$ cat config.mk
export PLATFORM = sky130hd
export DESIGN_NAME = temporal_buffer_sequencer_flat
export DESIGN_NICKNAME = d
export VERILOG_FILES = /design/src/rtl/temporal_buffer_pkg.sv /design/src/rtl/temporal_buffer_sequencer_if.sv /design/src/rtl/tb_seq_watchdog.sv /design/src/rtl/temporal_buffer_sequencer.sv /design/src/flat_wrapper.sv
export SDC_FILE = /design/constraint.sdc
export NUM_CORES = 1
export LEC_CHECK = 0
export BUFFER_PORTS_ARGS = -buffer_cell sky130_fd_sc_hd__buf_2
export CAP_MARGIN = 10
export CORE_MARGIN = 2
export CORE_UTILIZATION = 46
export DETAILED_ROUTE_END_ITERATION = 16
export GPL_TIMING_DRIVEN = 1
export PLACE_DENSITY = 0.71
export SLEW_MARGIN = 10
export SYNTH_ARGS = -nofsm -noshare
export SYNTH_HDL_FRONTEND = slang
export SYNTH_HIERARCHICAL = 1
export SYNTH_SLANG_ARGS = --single-unit
$ cat constraint.sdc
create_clock -name clk -period 2 [get_ports clk]
set_input_delay 0.3 -clock clk [delete_from_list [all_inputs] [get_ports clk]]
set_output_delay 0.3 -clock clk [all_outputs]
set_load 0.02 [all_outputs]
$ cat src/rtl/temporal_buffer_pkg.sv
// temporal_buffer_pkg: shared state encoding and default sizing for the temporal buffer sequencer and wrapper
package temporal_buffer_pkg;
  localparam int STATE_BITS = 3;
  localparam int DEF_NSAT = 3;
  localparam int DEF_NSAT_BITS = 2;
  typedef enum logic [STATE_BITS-1:0] {IDLE, FILL, WAIT_SEL, READ, OUT} state_t;
endpackage

$ cat src/rtl/temporal_buffer_sequencer_if.sv
// temporal_buffer_sequencer_if: round control, candidate, selector, buffer-index and clause handshake signals; slave = sequencer, master = environment
interface temporal_buffer_sequencer_if #(parameter int NSAT_BITS = temporal_buffer_pkg::DEF_NSAT_BITS);
  logic start_i;
  logic [NSAT_BITS:0] num_cand_i;
  logic abort_i;
  logic cand_valid_i;
  logic cand_ready_o;
  logic sel_valid_i;
  logic [NSAT_BITS-1:0] sel_index_i;
  logic tb_write_en_o;
  logic [NSAT_BITS-1:0] tb_write_index_o;
  logic [NSAT_BITS-1:0] tb_read_index_o;
  logic clause_valid_o;
  logic clause_ready_i;
  logic busy_o;
  logic done_o;
  logic error_o;
  modport slave (
    input start_i, num_cand_i, abort_i, cand_valid_i, sel_valid_i, sel_index_i, clause_ready_i,
    output cand_ready_o, tb_write_en_o, tb_write_index_o, tb_read_index_o, clause_valid_o, busy_o, done_o, error_o
  );
  modport master (
    output start_i, num_cand_i, abort_i, cand_valid_i, sel_valid_i, sel_index_i, clause_ready_i,
    input cand_ready_o, tb_write_en_o, tb_write_index_o, tb_read_index_o, clause_valid_o, busy_o, done_o, error_o
  );
endinterface

$ cat src/rtl/tb_seq_watchdog.sv
// tb_seq_watchdog: loadable up-counter (clk, reset, load in; tc out) flagging LIMIT cycles since the last load
module tb_seq_watchdog #(
  parameter int LIMIT = 1024,
  parameter int BITS = 11
) (
  input  logic clk,
  input  logic reset,
  input  logic load,
  output logic tc
);
  logic [BITS-1:0] cnt;
  always_ff @(posedge clk)
    cnt <= (reset || load) ? '0 : cnt + 1'b1;
  assign tc = cnt == BITS'(LIMIT - 1);
endmodule

$ cat src/rtl/temporal_buffer_sequencer.sv
// temporal_buffer_sequencer: flip-round control FSM (ports clk, reset, bus slave modport); TB_SEQ_WATCHDOG_EN adds a WAIT_SEL timeout
module temporal_buffer_sequencer
  import temporal_buffer_pkg::*;
#(
  parameter int NSAT = DEF_NSAT,
  parameter int NSAT_BITS = DEF_NSAT_BITS,
  parameter int SEL_TIMEOUT_CYCLES = 1024,
  parameter int TIMEOUT_BITS = 11
) (
  input logic clk,
  input logic reset,
  temporal_buffer_sequencer_if.slave bus
);
  state_t state;
  logic [NSAT_BITS:0] n;
  logic [NSAT_BITS-1:0] k, rd;
  logic ready, valid, busy, done, err;
  logic start_ok, last, sel_ok, timeout;
  if (2 ** TIMEOUT_BITS <= SEL_TIMEOUT_CYCLES) begin : g_bad_timeout_bits
    $error("TIMEOUT_BITS too narrow for SEL_TIMEOUT_CYCLES");
  end
  assign start_ok = bus.num_cand_i != '0 && bus.num_cand_i <= (NSAT_BITS+1)'(NSAT);
  assign last = {1'b0, k} == n - 1'b1;
  assign sel_ok = {1'b0, bus.sel_index_i} < n;
`ifdef TB_SEQ_WATCHDOG_EN
  tb_seq_watchdog #(.LIMIT(SEL_TIMEOUT_CYCLES), .BITS(TIMEOUT_BITS)) u_wd (
    .clk(clk),
    .reset(reset),
    .load(state != WAIT_SEL),
    .tc(timeout)
  );
`else
  assign timeout = 1'b0;
`endif
  always_ff @(posedge clk) begin
    if (reset) begin
      state <= IDLE;
      n <= '0;
      k <= '0;
      rd <= '0;
      ready <= 1'b0;
      valid <= 1'b0;
      busy <= 1'b0;
      done <= 1'b0;
      err <= 1'b0;
    end else begin
      done <= 1'b0;
      err <= 1'b0;
      if (bus.abort_i && state != IDLE) begin
        state <= IDLE;
        ready <= 1'b0;
        valid <= 1'b0;
        busy <= 1'b0;
        err <= 1'b1;
      end else begin
        case (state)
          IDLE: if (bus.start_i) begin
            if (start_ok) begin
              n <= bus.num_cand_i;
              k <= '0;
              state <= FILL;
              ready <= 1'b1;
              busy <= 1'b1;
            end else err <= 1'b1;
          end
          FILL: if (bus.cand_valid_i) begin
            if (last) begin
              state <= WAIT_SEL;
              ready <= 1'b0;
            end else k <= k + 1'b1;
          end
          WAIT_SEL: if (bus.sel_valid_i && sel_ok) begin
            rd <= bus.sel_index_i;
            state <= READ;
          end else if (bus.sel_valid_i || timeout) begin
            state <= IDLE;
            busy <= 1'b0;
            err <= 1'b1;
          end
          READ: begin
            state <= OUT;
            valid <= 1'b1;
          end
          OUT: if (bus.clause_ready_i) begin
            state <= IDLE;
            valid <= 1'b0;
            busy <= 1'b0;
            done <= 1'b1;
          end
          default: state <= IDLE;
        endcase
      end
    end
  end
  assign bus.cand_ready_o = ready;
  assign bus.tb_write_en_o = bus.cand_valid_i & ready;
  assign bus.tb_write_index_o = k;
  assign bus.tb_read_index_o = rd;
  assign bus.clause_valid_o = valid;
  assign bus.busy_o = busy;
  assign bus.done_o = done;
  assign bus.error_o = err;
endmodule

$ cat src/flat_wrapper.sv
// flat-port wrapper written by rule: the top's interface ports become plain ports
module temporal_buffer_sequencer_flat import temporal_buffer_pkg::*;
#(
  parameter int NSAT = DEF_NSAT,
  parameter int NSAT_BITS = DEF_NSAT_BITS,
  parameter int SEL_TIMEOUT_CYCLES = 1024,
  parameter int TIMEOUT_BITS = 11
)
  (clk, reset, bus_start_i, bus_num_cand_i, bus_abort_i, bus_cand_valid_i, bus_sel_valid_i, bus_sel_index_i, bus_clause_ready_i, bus_cand_ready_o, bus_tb_write_en_o, bus_tb_write_index_o, bus_tb_read_index_o, bus_clause_valid_o, bus_busy_o, bus_done_o, bus_error_o);
  temporal_buffer_sequencer_if #(.NSAT_BITS(NSAT_BITS)) bus_i ();
  input logic clk;
  input logic reset;
  input wire logic [$bits(bus_i.start_i)-1:0] bus_start_i;
  input wire logic [$bits(bus_i.num_cand_i)-1:0] bus_num_cand_i;
  input wire logic [$bits(bus_i.abort_i)-1:0] bus_abort_i;
  input wire logic [$bits(bus_i.cand_valid_i)-1:0] bus_cand_valid_i;
  input wire logic [$bits(bus_i.sel_valid_i)-1:0] bus_sel_valid_i;
  input wire logic [$bits(bus_i.sel_index_i)-1:0] bus_sel_index_i;
  input wire logic [$bits(bus_i.clause_ready_i)-1:0] bus_clause_ready_i;
  output wire logic [$bits(bus_i.cand_ready_o)-1:0] bus_cand_ready_o;
  output wire logic [$bits(bus_i.tb_write_en_o)-1:0] bus_tb_write_en_o;
  output wire logic [$bits(bus_i.tb_write_index_o)-1:0] bus_tb_write_index_o;
  output wire logic [$bits(bus_i.tb_read_index_o)-1:0] bus_tb_read_index_o;
  output wire logic [$bits(bus_i.clause_valid_o)-1:0] bus_clause_valid_o;
  output wire logic [$bits(bus_i.busy_o)-1:0] bus_busy_o;
  output wire logic [$bits(bus_i.done_o)-1:0] bus_done_o;
  output wire logic [$bits(bus_i.error_o)-1:0] bus_error_o;
  assign bus_i.start_i = bus_start_i;
  assign bus_i.num_cand_i = bus_num_cand_i;
  assign bus_i.abort_i = bus_abort_i;
  assign bus_i.cand_valid_i = bus_cand_valid_i;
  assign bus_i.sel_valid_i = bus_sel_valid_i;
  assign bus_i.sel_index_i = bus_sel_index_i;
  assign bus_i.clause_ready_i = bus_clause_ready_i;
  assign bus_cand_ready_o = bus_i.cand_ready_o;
  assign bus_tb_write_en_o = bus_i.tb_write_en_o;
  assign bus_tb_write_index_o = bus_i.tb_write_index_o;
  assign bus_tb_read_index_o = bus_i.tb_read_index_o;
  assign bus_clause_valid_o = bus_i.clause_valid_o;
  assign bus_busy_o = bus_i.busy_o;
  assign bus_done_o = bus_i.done_o;
  assign bus_error_o = bus_i.error_o;
  temporal_buffer_sequencer #(.NSAT(NSAT), .NSAT_BITS(NSAT_BITS), .SEL_TIMEOUT_CYCLES(SEL_TIMEOUT_CYCLES), .TIMEOUT_BITS(TIMEOUT_BITS)) u_core (.clk(clk), .reset(reset), .bus(bus_i));
endmodule
**Word-level counts from Yosys, hierarchy flattened**

Index checks and enable logic that the tools add are counted.

- Add/sub/neg operators: 2
- Multipliers: 0
- Div/mod/pow operators: 0
- Order comparisons: 2
- Eq/ne operators: 14
- Shifts and indexed selects: 0
- Mux-type cells: 30
- Bitwise logic cells: 3
- Reduce and logical (&&, ||, !) cells: 18

Operators by type and width:

| operator | number |
|---|---|
| 3-bit two-way mux | 7 |
| 6-bit AND reduction | 3 |
| 3-bit case mux with 5 select lines | 1 |
| 1-bit two-way mux | 13 |
| 2-bit inequality test (second input constant) | 6 |
| 3-bit nonzero test | 3 |
| 2-bit two-way mux | 4 |
| 3-bit by 2-bit == test with 1-bit output (second input constant) | 2 |
| 1-bit case mux with 2 select lines | 3 |
| 5-bit AND reduction | 1 |
| 2-bit by 1-bit inequality test with 1-bit output (second input constant) | 2 |
| 2-bit case mux with 2 select lines | 1 |
| 4-bit AND reduction | 1 |
| 2-bit nonzero test | 2 |
| 2-bit by 3-bit == test with 1-bit output | 1 |
| 3-bit by 1-bit == test with 1-bit output (second input constant) | 1 |
| 3-bit == test (second input constant) | 1 |
| 3-bit by 2-bit less-or-equal comparator with 1-bit output (second input constant) | 1 |
| 1-bit logical AND | 3 |
| 3-bit zero test | 1 |
| 2-bit by 3-bit less-than comparator with 1-bit output | 1 |
| 3-bit by 2-bit inequality test with 1-bit output (second input constant) | 1 |
| 1-bit case mux with 3 select lines | 1 |
| 3-bit AND reduction | 1 |
| other kinds (7) | 8 |

- Register bits: 15
- Latch bits: 0
- Bits in writable memories: 0
- ROM bits: 0
- Input bits: 12
- Output and inout port bits: 10
- Word-level logic and storage cells: 78
- Memories kept: 0

**Logic depth before layout (Yosys ltp)**

Gate-level depths: netlist (run 1).

- Depth after elaboration: 6
- Depth in mapped cells: 6

**Least setup slack after synthesis (run 1)**

Ideal clock, no wire load.

- Kind: register -> register
- From: register u_core.n[0]
- To: register u_core.k[1], in the netlist u_core/bus.tb_write_index_o[1]
- Arrival: 1.633 ns
- Slack: 0.292 ns
- Stages on the path, launching flop included: 7
- Period minus slack after synthesis: 1.708 ns
- Cell sequence: dfxtp_1 -> inv_1 -> ha_1 -> xnor2_1 -> nor3_2 -> or4_1 -> a31oi_1

- Word-level cells in the longest chain between the ends: 4

Ends and longest elaborated chain:

| what | RTL line | source |
|---|---|---|
| from (decl) | temporal_buffer_sequencer.sv:15 | `logic [NSAT_BITS:0] n;` |
| from (signal assigned) | temporal_buffer_sequencer.sv:59 | `n <= bus.num_cand_i;` |
| 3-bit by 1-bit subtractor with 3-bit output | temporal_buffer_sequencer.sv:23 | `assign last = {1'b0, k} == n - 1'b1;` |
| 2-bit by 3-bit == test with 1-bit output | temporal_buffer_sequencer.sv:23 |  |
| 2-bit inequality test (no source line) | n/a |  |
| 6-bit AND reduction (no source line) | n/a |  |
| to (signal assigned) | temporal_buffer_sequencer.sv:70 | `end else k <= k + 1'b1;` |
| to (decl) | temporal_buffer_sequencer.sv:16 | `logic [NSAT_BITS-1:0] k, rd;` |

No other way between the ends.
A chain may end at the register's enable or synchronous reset.

**Final worst setup path (run 1)**

- From: register u_core.n[0]
- To: register u_core.state[0]

- Word-level cells in the longest chain between the ends: 4

Ends and longest elaborated chain:

| what | RTL line | source |
|---|---|---|
| 3-bit by 1-bit subtractor with 3-bit output or 2-bit by 3-bit less-than comparator with 1-bit output (tied branches) | temporal_buffer_sequencer.sv:23, temporal_buffer_sequencer.sv:24 |  |
| 2-bit by 3-bit == test with 1-bit output or 1-bit logical AND (tied branches) | temporal_buffer_sequencer.sv:23, temporal_buffer_sequencer.sv:72 |  |
| 2-bit by 1-bit inequality test with 1-bit output (no source line) (tied with other cells) | n/a |  |
| 6-bit AND reduction (no source line) or 3-bit case mux with 5 select lines (tied branches) | n/a |  |
| to (signal assigned) | temporal_buffer_sequencer.sv:37 | `state <= IDLE;` |
| to (signal assigned) | temporal_buffer_sequencer.sv:50 | `state <= IDLE;` |
| to (signal assigned) | temporal_buffer_sequencer.sv:61 | `state <= FILL;` |
| to (decl) | temporal_buffer_sequencer.sv:14 | `state_t state;` |

Parallel ways exist; a longest one is shown, timed or not.

==> results of run 1 <==
==> worst max path at each step <==
stage | start | to | slack [ns] | cells past startpoint
floorplan | u_core/n[0] | u_core/bus.tb_write_index_o[1] | 0.29 | 6
global placement | u_core/n[0] | u_core/bus.tb_write_index_o[1] | 0.24 | 6
detailed placement | u_core/n[0] | u_core/bus.tb_write_index_o[1] | 0.19 | 6
CTS | u_core/n[0] | u_core/bus.tb_write_index_o[1] | 0.16 | 6
global route | u_core/n[0] | u_core/state[0] | 0.05 | 6
finish | u_core/n[0] | u_core/state[0] | 0.19 | 6
==> layout by cell type, fill, tap and decap left out, types with 2 or more instances in the layout <==
master    count
buf_2        21
dfxtp_1      15
nand2_1      10
nor2_1        8
inv_1         4
a21oi_1       4
clkbuf_4      3
nand2b_1      3
nand3_1       3
nor3_1        3
a31oi_1       3
mux2i_1       3
and2_1        2
o21bai_1      2
nor2b_1       2
nor3b_1       2
nor4b_1       2
nor4_1        2
ha_1          2
==> cell type report <==
type                            count  area (um2)
Fill cell                         176         732
Sequential cell                    15         300
Timing Repair Buffer               21         105
Clock buffer                        4        26.3
Tap cell                           25        31.3
Multi-Input combinational cell     73         517
Inverter                            4        15.0
==> per-layer routing <==
metal	routed length (um)	track usage
met1	808	0.251
met2	807	0.293
met3	93	0.0692
met4	38	0.0833
met5	0	0
==> kinds of logic (layout without fill, tap and decap cells) <==
logic type,Yosys count,in the layout,share of synthesized area
AND/OR/NAND/NOR,41,41,0.267
AO/OA/AOI/OAI,24,24,0.228
flip-flops,15,15,0.353
buffers and inverters,9,29,0.0471
XOR/XNOR,3,3,0.0398
multiplexers,3,3,0.0353
adder cells (fa/ha/maj),2,2,0.0295
==> per-stage QoR <==
stage	std cells	worst slack (ns)	util	total power [uW]	instance area, um2
2_1_floorplan	97	0.292	-	557	850
3_3_place_gp	138	0.238	0.557	604	961
3_5_place_dp	138	0.194	0.557	606	961
4_1_cts	142	0.163	0.572	782	987
5_1_grt	142	0.0492	0.576	830	995
6_report	142	0.187	0.576	777	995
==> power breakdown <==
| group | leakage, uW | internal, uW | switching (uW) |
|---|---|---|---|
| combinational | 0.000243 | 102 | 126 |
| clock | 0.0000150 | 77.6 | 96.4 |
| sequential | 0.000122 | 325 | 48.7 |
| total | 0.000380 | 505 | 271 |
==> critical path: cells and delay by family (launching register included) <==
kind | cells | cell delay, ns
AOI/OAI and AO/OA | 2 | 0.46
xor gates and xnor gates | 1 | 0.16
adders and majority gates | 1 | 0.32
buffers and inverters | 1 | 0.06
DFF | 1 | 0.40
and+or+nand+nor | 1 | 0.30
==> registers in the layout, indices dropped and copies added (netlist names) <==
register                     cells
u_core/n                         3
u_core/state                     3
u_core/bus.tb_read_index_o       2
u_core/bus.tb_write_index_o      2
u_core/bus.busy_o                1
u_core/bus.cand_ready_o          1
u_core/bus.clause_valid_o        1
u_core/bus.done_o                1
u_core/bus.error_o               1
==> impl_results.md, run 1 <==
- Netlist cell types: 41
- Drt total wl: 1750 um
- Mapped Cells: 97
- Final min period: 1.81 ns
- R2R Path End: u_core/state[0]
- Clk Latency, worst-skew pair: 0.29 ns
- Placer Congestion: 0.792
- Mapped Nets: 111
- Count of final hold-check violations: 0
- Fmax: 552 MHz
- Setup-failing EPs final: 0
- Die Width: 47.0 um
- GR Overflow Total: 0
- Vias in the first global route: 681
- Ports: 22
- Number of remaining DRC errors: 0
- Yosys top cell by area: dfxtp_1
- Worst r2r src: u_core/n[0]
- Antenna violations before repair: 0
- Reg2Reg Depth: 6
- Synth Cell Area: 850 um2
- Dpl hpwl: 1340 um
- Max Root-Sink Buffers: 2
- Seq/Total Area, Yosys: 0.353
- Type of the worst setup path: reg2reg
- Largest cells by area after synthesis: dfxtp_1, nand2_1, mux2i_1
- Layout cells sized above 1: 0.265
- Overall Global Routing Usage: 0.194
- Area grow syn2layout: 17.1%
- CTS resizes: 0
- Post-synth EDFFs: 0
- Critical path, cell by cell: inv_1 -> ha_1 -> xnor2_2 -> nor3_2 -> a21boi_0 -> o311a_1
- Routed Antenna Nets: 0
- Clock transition at the registers of the reported paths: 0.09 ns
- Vias per Instance: 5.53
- RSZ-0062 raised after global routing: false
- Synth warn: 6
- Crit path capture type: register
- WP data required: 2.18 ns
- Largest net degree at the start of global routing: 18
- Max H-tree Level: 1
- Initial DRC count: 14
- Count of pins over their slew limit: 0
- Total of max-cap violations: 0
- Commonest cells post-synth: dfxtp_1, nand2_1, nor2_1, a21oi_1, inv_1
- Hold depth: 3
- Leak Pwr: 0.000380 uW
- Starting Density: 0.492
- Fin nets: 132
- Synthesized flop and latch total: 15
- Detailed Routing Iterations Pass 1: 4
- # hold bufs at CTS: 0
- Most frequent cell after synthesis: dfxtp_1
- Startpoint types: register
- Clock Sinks: 15
- Postcts setup bufs: 0
- HP Class: in2reg
- Fin Hold WS: 0.255 ns
- Core Region: 1730 um2
- Status: finished clean
- Power Density: 781 nW/um2
- Drt wl/cell: 12.3 um
- Synth async-reset ratio: 0
- Worst Hold Endpoint: u_core/n[1]
- CP Max Fanout: 5
- Hold Path Origin: bus_num_cand_i[1]
- Slew headroom: 0.642
- Maximum vdd drop: 444 uV
- Critical-path top delay cell: dfxtp_1
- TritonCTS clock tree: done
- # rows: 15
- Chip height: 47.0 um
- Clk_skew: 0.00291 ns
- Mean Syn Cell Area: 8.76 um2
- First-pass GRT wire length: 2930 um
- Final period util: 0.907
- Vias: 785
- Ys flop type: dfxtp_1
- Worst-Margin Slew: 0.536 ns
- CTS Buf Count: 3
- Setup TNS Final: 0 ns
- Synth top area share: 0.353
- Antenna cell count: 0
- IO buf count: 21
- Total die area: 2210 um2
- R2R setup slack: 0.19 ns
- Crit-path max cell delay: 0.40 ns
- Root Buffer: clkbuf_4
- Crit path DAT: 1.99 ns
Power figures use the tool's default switching activity.
==> run 2, diff against run 1 <==
CTS_CLUSTER_SIZE = 25   (was unset)
PLACE_DENSITY = 0.67   (was 0.71)
clock period = 1.8 ns   (was 2 ns; I/O delays follow)
==> impl_results.md, run 2 (synthesis results as in run 1) <==
- Setup ws final: 0.0627 ns (was 0.187 ns)
- Starting Density: 0.492 (unchanged)
- Startpoint types: register (unchanged)
- Highest-count cells in the layout ignoring fill and taps: buf_2, dfxtp_1, nand2_1 (unchanged)
- Root Buffer: clkbuf_4 (unchanged)
- Most common cell after layout, fill and taps aside: buf_2 (unchanged)
- Routed Antenna Nets: 0 (unchanged)
- CP Max Fanout: 5 (unchanged)
- R2R setup slack: 0.06 ns (was 0.19 ns)
- Count of pins over their slew limit: 0 (unchanged)
- Clock transition at the registers of the reported paths: 0.09 ns (about the same)
- Area grow syn2layout: 20.8% (was 17.1%)
- Worst Hold Endpoint: u_core/n[0] (was u_core/n[1])
- Critical-path top delay cell: dfxtp_1 (unchanged)
- Antenna cell count: 0 (unchanged)
- Vias in the first global route: 702 (was 681)
- Reg2Reg Depth: 6 (unchanged)
- Total of max-cap violations: 0 (unchanged)
- Placer Congestion: 0.797 (was 0.792)
- Crit path DAT: 1.91 ns (was 1.99 ns)
- WP data required: 1.98 ns (was 2.18 ns)
- Worst-Margin Slew: 0.496 ns (was 0.536 ns)
- Number of remaining DRC errors: 0 (unchanged)
- Max H-tree Level: 1 (unchanged)
- Worst r2r src: u_core/n[1] (was u_core/n[0])
- Critical path, cell by cell: inv_1 -> ha_1 -> xnor2_2 -> nor3_2 -> a21boi_0 -> o311a_1 (unchanged)
- TritonCTS clock tree: done (unchanged)
- Vias: 811 (was 785)
- Drt wl/cell: 13.1 um (was 12.3 um)
- HP Class: in2reg (unchanged)
- R2R Path End: u_core/state[0] (unchanged)
- Power Density: 866 nW/um2 (was 781 nW/um2)
- Leak Pwr: 0.000400 uW (was 0.000380 uW)
- IO buf count: 21 (unchanged)
- Die Width: 47.0 um (unchanged)
- Fin nets: 136 (was 132)
- Final min period: 1.74 ns (was 1.81 ns)
- Maximum vdd drop: 480 uV (was 444 uV)
- Type of the worst setup path: reg2reg (unchanged)
- Count of final hold-check violations: 0 (unchanged)
- Status: finished clean (unchanged)
- Dpl hpwl: 1470 um (was 1340 um)
- Overall Global Routing Usage: 0.196 (was 0.194)
- CTS Buf Count: 3 (unchanged)
- GR Overflow Total: 0 (unchanged)
- Layout fillers: 164 (was 176)
- Crit-path max cell delay: 0.33 ns (was 0.40 ns)
- Fmax: 576 MHz (was 552 MHz)
- # rows: 15 (unchanged)
- Ports: 22 (unchanged)
- Antenna violations before repair: 0 (unchanged)
- Pre-CTS setup slack: 0.111 ns (was 0.194 ns)
- Max Root-Sink Buffers: 2 (unchanged)
- Drt total wl: 1910 um (was 1750 um)
- Detailed Routing Iterations Pass 1: 4 (unchanged)
- Clk Latency, worst-skew pair: 0.28 ns (was 0.29 ns)
- Layout cells sized above 1: 0.298 (was 0.265)
- Vias per Instance: 5.55 (was 5.53)
- Core Region: 1730 um2 (unchanged)
- Largest net degree at the start of global routing: 15 (was 18)
- Hold depth: 3 (unchanged)
- Final period util: 0.965 (was 0.907)
- Hold Path Origin: bus_num_cand_i[0] (was bus_num_cand_i[1])
- Worst path bufs/invs: 1 (unchanged)
- Biggest regs: u_core/n x3, u_core/state x3 (unchanged)
- CTS resizes: 0 (unchanged)
- Setup TNS Final: 0 ns (unchanged)
- Delay-heaviest family, CP: compound AO/OA/AOI/OAI gates (unchanged)
- Initial DRC count: 9 (was 14)
- RSZ-0062 raised after global routing: true (was false)
- First-pass GRT wire length: 3110 um (was 2930 um)
- Slew headroom: 0.665 (was 0.642)
- Clk_skew: 0.000897 ns (was 0.00291 ns)
- Crit path capture type: register (unchanged)
- Total die area: 2210 um2 (unchanged)
- Clock Sinks: 15 (unchanged)
- # hold bufs at CTS: 0 (unchanged)
- Postcts setup bufs: 0 (unchanged)
- Chip height: 47.0 um (unchanged)
- Setup-failing EPs final: 0 (unchanged)
run 2: cell count changes in the layout (fill, tap and decap cells not counted):
cell / previous run / this run
dfxtp_1: 15 / 14
buf_4: 0 / 4
dfxtp_2: 0 / 1
run 2: metal layers:
| layer | track usage | vias up | wire length [um] |
|---|---|---|---|
| li1 | - | 410 | - |
| met1 | 0.270 | 377 | 890 |
| met2 | 0.310 | 21 | 921 |
| met3 | 0.0462 | 3 | 78 |
| met4 | 0.0500 | 0 | 16 |
| met5 | 0 | - | 0 |
run 2: power by group:
part / internal (uW) / switching [uW]
clock: 86.1 / 107
combinational: 128 / 152
sequential: 363 / 52.6
total: 577 / 311
run 2: through the flow:
| step | hold WS [ns] | area [um2] | power [uW] | cells | util |
|---|---|---|---|---|---|
| final | 0.237 | 1030 | 888 | 146 | 0.594 |
| after CTS | 0.231 | 1020 | 888 | 146 | 0.589 |
| after global routing | 0.245 | 1030 | 945 | 146 | 0.594 |
| after detailed placement | 0.465 | 991 | 695 | 142 | 0.574 |
| after global placement | 0.446 | 991 | 692 | 142 | 0.574 |
| after floorplan | 0.406 | 850 | 619 | 97 | - |
run 2: worst reg2reg max path, cell delays in order (launching register included):
cell and delay [ns]:
dfxtp_1 0.33, inv_1 0.07, ha_1 0.31, xnor2_2 0.15
nor3_2 0.31, a21boi_0 0.16, o311a_1 0.29
run 2: final cells by class:
class                   instances  area (um2)  share of cell area
multi-input cells              73         517               0.504
flip-flops and latches         15         302               0.294
repair buffers                 25         135               0.132
inverters                       4        15.0              0.0146
clock buffers                   4        26.3              0.0256
well taps                      25        31.3              0.0305
run 2: worst max-delay path by stage:
stage                startpoint                        endpoint  slack, ns  depth (start not counted)
floorplan           u_core/n[0]  u_core/bus.tb_write_index_o[1]       0.09                          6
global placement    u_core/n[0]                 u_core/state[1]       0.14                          7
detailed placement  u_core/n[1]                 u_core/state[0]       0.11                          6
CTS                 u_core/n[1]  u_core/bus.tb_write_index_o[1]       0.09                          6
global route        u_core/n[1]                 u_core/state[0]     -0.003                          6
finish              u_core/n[1]                 u_core/state[0]       0.06                          6
==> run 3, diff against run 2 <==
--- a/config.mk
+++ b/config.mk
@@ -13,5 +13,5 @@
 export DETAILED_ROUTE_END_ITERATION = 16
 export GPL_TIMING_DRIVEN = 1
-export PLACE_DENSITY = 0.67
+export PLACE_DENSITY = 0.72
 export SLEW_MARGIN = 10
 export SYNTH_ARGS = -nofsm -noshare
==> constraint.sdc (replaced) <==
create_clock -name clk -period 1.8 [get_ports clk]
set_input_delay 0.09 -clock clk [delete_from_list [all_inputs] [get_ports clk]]
set_output_delay 0.09 -clock clk [all_outputs]
set_load 0.02 [all_outputs]
==> impl_results.md, run 3 (synthesis results as in run 1) <==
- Highest-count cells in the layout ignoring fill and taps: buf_2, dfxtp_1, nand2_1 (unchanged)
- Starting Density: 0.492 (unchanged)
- Type of the worst setup path: reg2reg (unchanged)
- Worst path bufs/invs: 1 (unchanged)
- Delay-heaviest family, CP: simple AND/OR/NAND/NOR gates (was compound AO/OA/AOI/OAI gates)
- Antenna cell count: 0 (unchanged)
- Core Region: 1730 um2 (unchanged)
- Drt total wl: 1850 um (was 1910 um)
- Overall Global Routing Usage: 0.177 (was 0.196)
- Max H-tree Level: 1 (unchanged)
- IO buf count: 21 (unchanged)
- # hold bufs at CTS: 0 (unchanged)
- Internal Pwr Total: 577 uW (about the same)
- Clk_skew: 0.00736 ns (was 0.000897 ns)
- Critical path, cell by cell: inv_1 -> ha_4 -> xnor2_2 -> nor3_4 -> or4_4 -> a31oi_1 (was inv_1 -> ha_1 -> xnor2_2 -> nor3_2 -> a21boi_0 -> o311a_1)
- Setup-failing EPs final: 0 (unchanged)
- # rows: 15 (unchanged)
- Chip height: 47.0 um (unchanged)
- Crit-path max cell delay: 0.48 ns (was 0.33 ns)
- Drt wl/cell: 12.7 um (was 13.1 um)
- Max Root-Sink Buffers: 2 (unchanged)
- WP data required: 2.01 ns (was 1.98 ns)
- Total die area: 2210 um2 (unchanged)
- Setup TNS Final: 0 ns (unchanged)
- Area grow syn2layout: 23.7% (was 20.8%)
- Area after DPL: 983 um2 (was 991 um2)
- Crit path DAT: 1.88 ns (was 1.91 ns)
- Power Density: 850 nW/um2 (was 866 nW/um2)
- Vias: 790 (was 811)
- Root Buffer: clkbuf_4 (unchanged)
- Net switching power: 317 uW (was 311 uW)
- Final min period: 1.67 ns (was 1.74 ns)
- Largest net degree at the start of global routing: 15 (unchanged)
- Slew headroom: 0.689 (was 0.665)
- Dpl hpwl: 1370 um (was 1470 um)
- Startpoint types: register (unchanged)
- TritonCTS clock tree: done (unchanged)
- HP Class: in2reg (unchanged)
- Vias in the first global route: 617 (was 702)
- Count of final hold-check violations: 0 (unchanged)
- Clock Sinks: 15 (unchanged)
- Register share of total power: 0.461 (was 0.468)
- First-pass GRT wire length: 2690 um (was 3110 um)
- Fmax: 599 MHz (was 576 MHz)
- Crit path capture type: register (unchanged)
- Fin nets: 136 (unchanged)
- CP Max Fanout: 5 (unchanged)
- Final period util: 0.928 (was 0.965)
- Routed Antenna Nets: 0 (unchanged)
- Vias per Instance: 5.41 (was 5.55)
- Most common cell after layout, fill and taps aside: buf_2 (unchanged)
- Register Area: 303 um2 (was 302 um2)
- Initial DRC count: 9 (unchanged)
- Area of the multi-input gates: 539 um2 (was 517 um2)
- Ports: 22 (unchanged)
- Clock power frac: 0.213 (was 0.217)
- Reg2Reg Depth: 6 (unchanged)
- Leak Pwr: 0.000418 uW (was 0.000400 uW)
- Placer Congestion: 0.764 (was 0.797)
- CTS Buf Count: 3 (unchanged)
- Hold depth: 3 (unchanged)
- Status: finished clean (unchanged)
- Biggest regs: u_core/n x3, u_core/state x3 (unchanged)
- Clock transition at the registers of the reported paths: 0.09 ns (about the same)
- Maximum vdd drop: 511 uV (was 480 uV)
- Total of max-cap violations: 0 (unchanged)
- Layout fillers: 164 (unchanged)
- Number of remaining DRC errors: 0 (unchanged)
- Levels on crit path: 6 (unchanged)
- Cell area after layout: 1050 um2 (was 1030 um2)
- Worst-Margin Slew: 0.466 ns (was 0.496 ns)
- Detailed Routing Iterations Pass 1: 4 (unchanged)
- Switching Fraction: 0.355 (was 0.351)
- Clk Latency, worst-skew pair: 0.28 ns (about the same)
- Critical-path top delay cell: or4_4 (was dfxtp_1)
- Antenna violations before repair: 0 (unchanged)
- GR Overflow Total: 0 (unchanged)
- Die Width: 47.0 um (unchanged)
- Count of pins over their slew limit: 0 (unchanged)
- Comb power frac: 0.326 (was 0.315)
- RSZ-0062 raised after global routing: false (was true)
- Layout cells sized above 1: 0.331 (was 0.298)
[run 3: per-stage QoR]
step           utilization  std cells  hold slack (ns)  worst slack [ns]  power (uW)
2_1_floorplan            -         97            0.226            0.0924         619
3_3_place_gp         0.570        141            0.346            0.0936         683
3_5_place_dp         0.570        141            0.351            0.0699         687
4_1_cts              0.586        145           0.0500            0.0460         876
5_1_grt              0.609        146           0.0408            0.0173         948
6_report             0.609        146           0.0481             0.129         894
[run 3: power groups by stage]
stage / combinational [uW] / sequential, uW / clock (uW)
floorplan: 215 / 404 / 0
global placement: 264 / 418 / 0
detailed placement: 270 / 417 / 0
CTS: 271 / 409 / 196
global route: 318 / 419 / 211
finish: 292 / 412 / 190
[run 3: worst paths after layout]
check                                                 endpoint  slack [ns]         startpoint
worst max register to register  u_core/bus.tb_write_index_o[1]        0.13        u_core/n[1]
worst max-delay path            u_core/bus.tb_write_index_o[1]        0.13        u_core/n[1]
worst min register to register                     u_core/n[1]        0.48        u_core/n[1]
worst min-delay path                               u_core/n[1]        0.05  bus_num_cand_i[1]
[run 3: repair_timing]
action,CTS,global route
endpoints found under the setup margin,0,2
resized for setup,0,6
endpoints found under the hold margin,0,0
buffers inserted,0,1
[run 3: cell type report]
class | count | area share
timing repair buffer | 25 | 0.129
tap | 25 | 0.0298
clock buffer | 3 | 0.0214
multi-input combinational | 73 | 0.513
sequential | 15 | 0.288
clock inverter | 1 | 0.00476
inverter | 4 | 0.0143
[run 3: layer usage]
metal | wire length [um] | share of wire | track usage
met1 | 867 | 0.47 | 0.247
met2 | 864 | 0.47 | 0.249
met3 | 103 | 0.056 | 0.0346
met4 | 12 | 0.0065 | 0.106
met5 | 0 | 0 | 0
[run 3: worst register-to-register path, cell delays in order (launching register included)]
cell     delay [ns]
dfxtp_2        0.33
inv_1          0.11
ha_4           0.22
xnor2_2        0.26
nor3_4         0.08
or4_4          0.48
a31oi_1        0.13
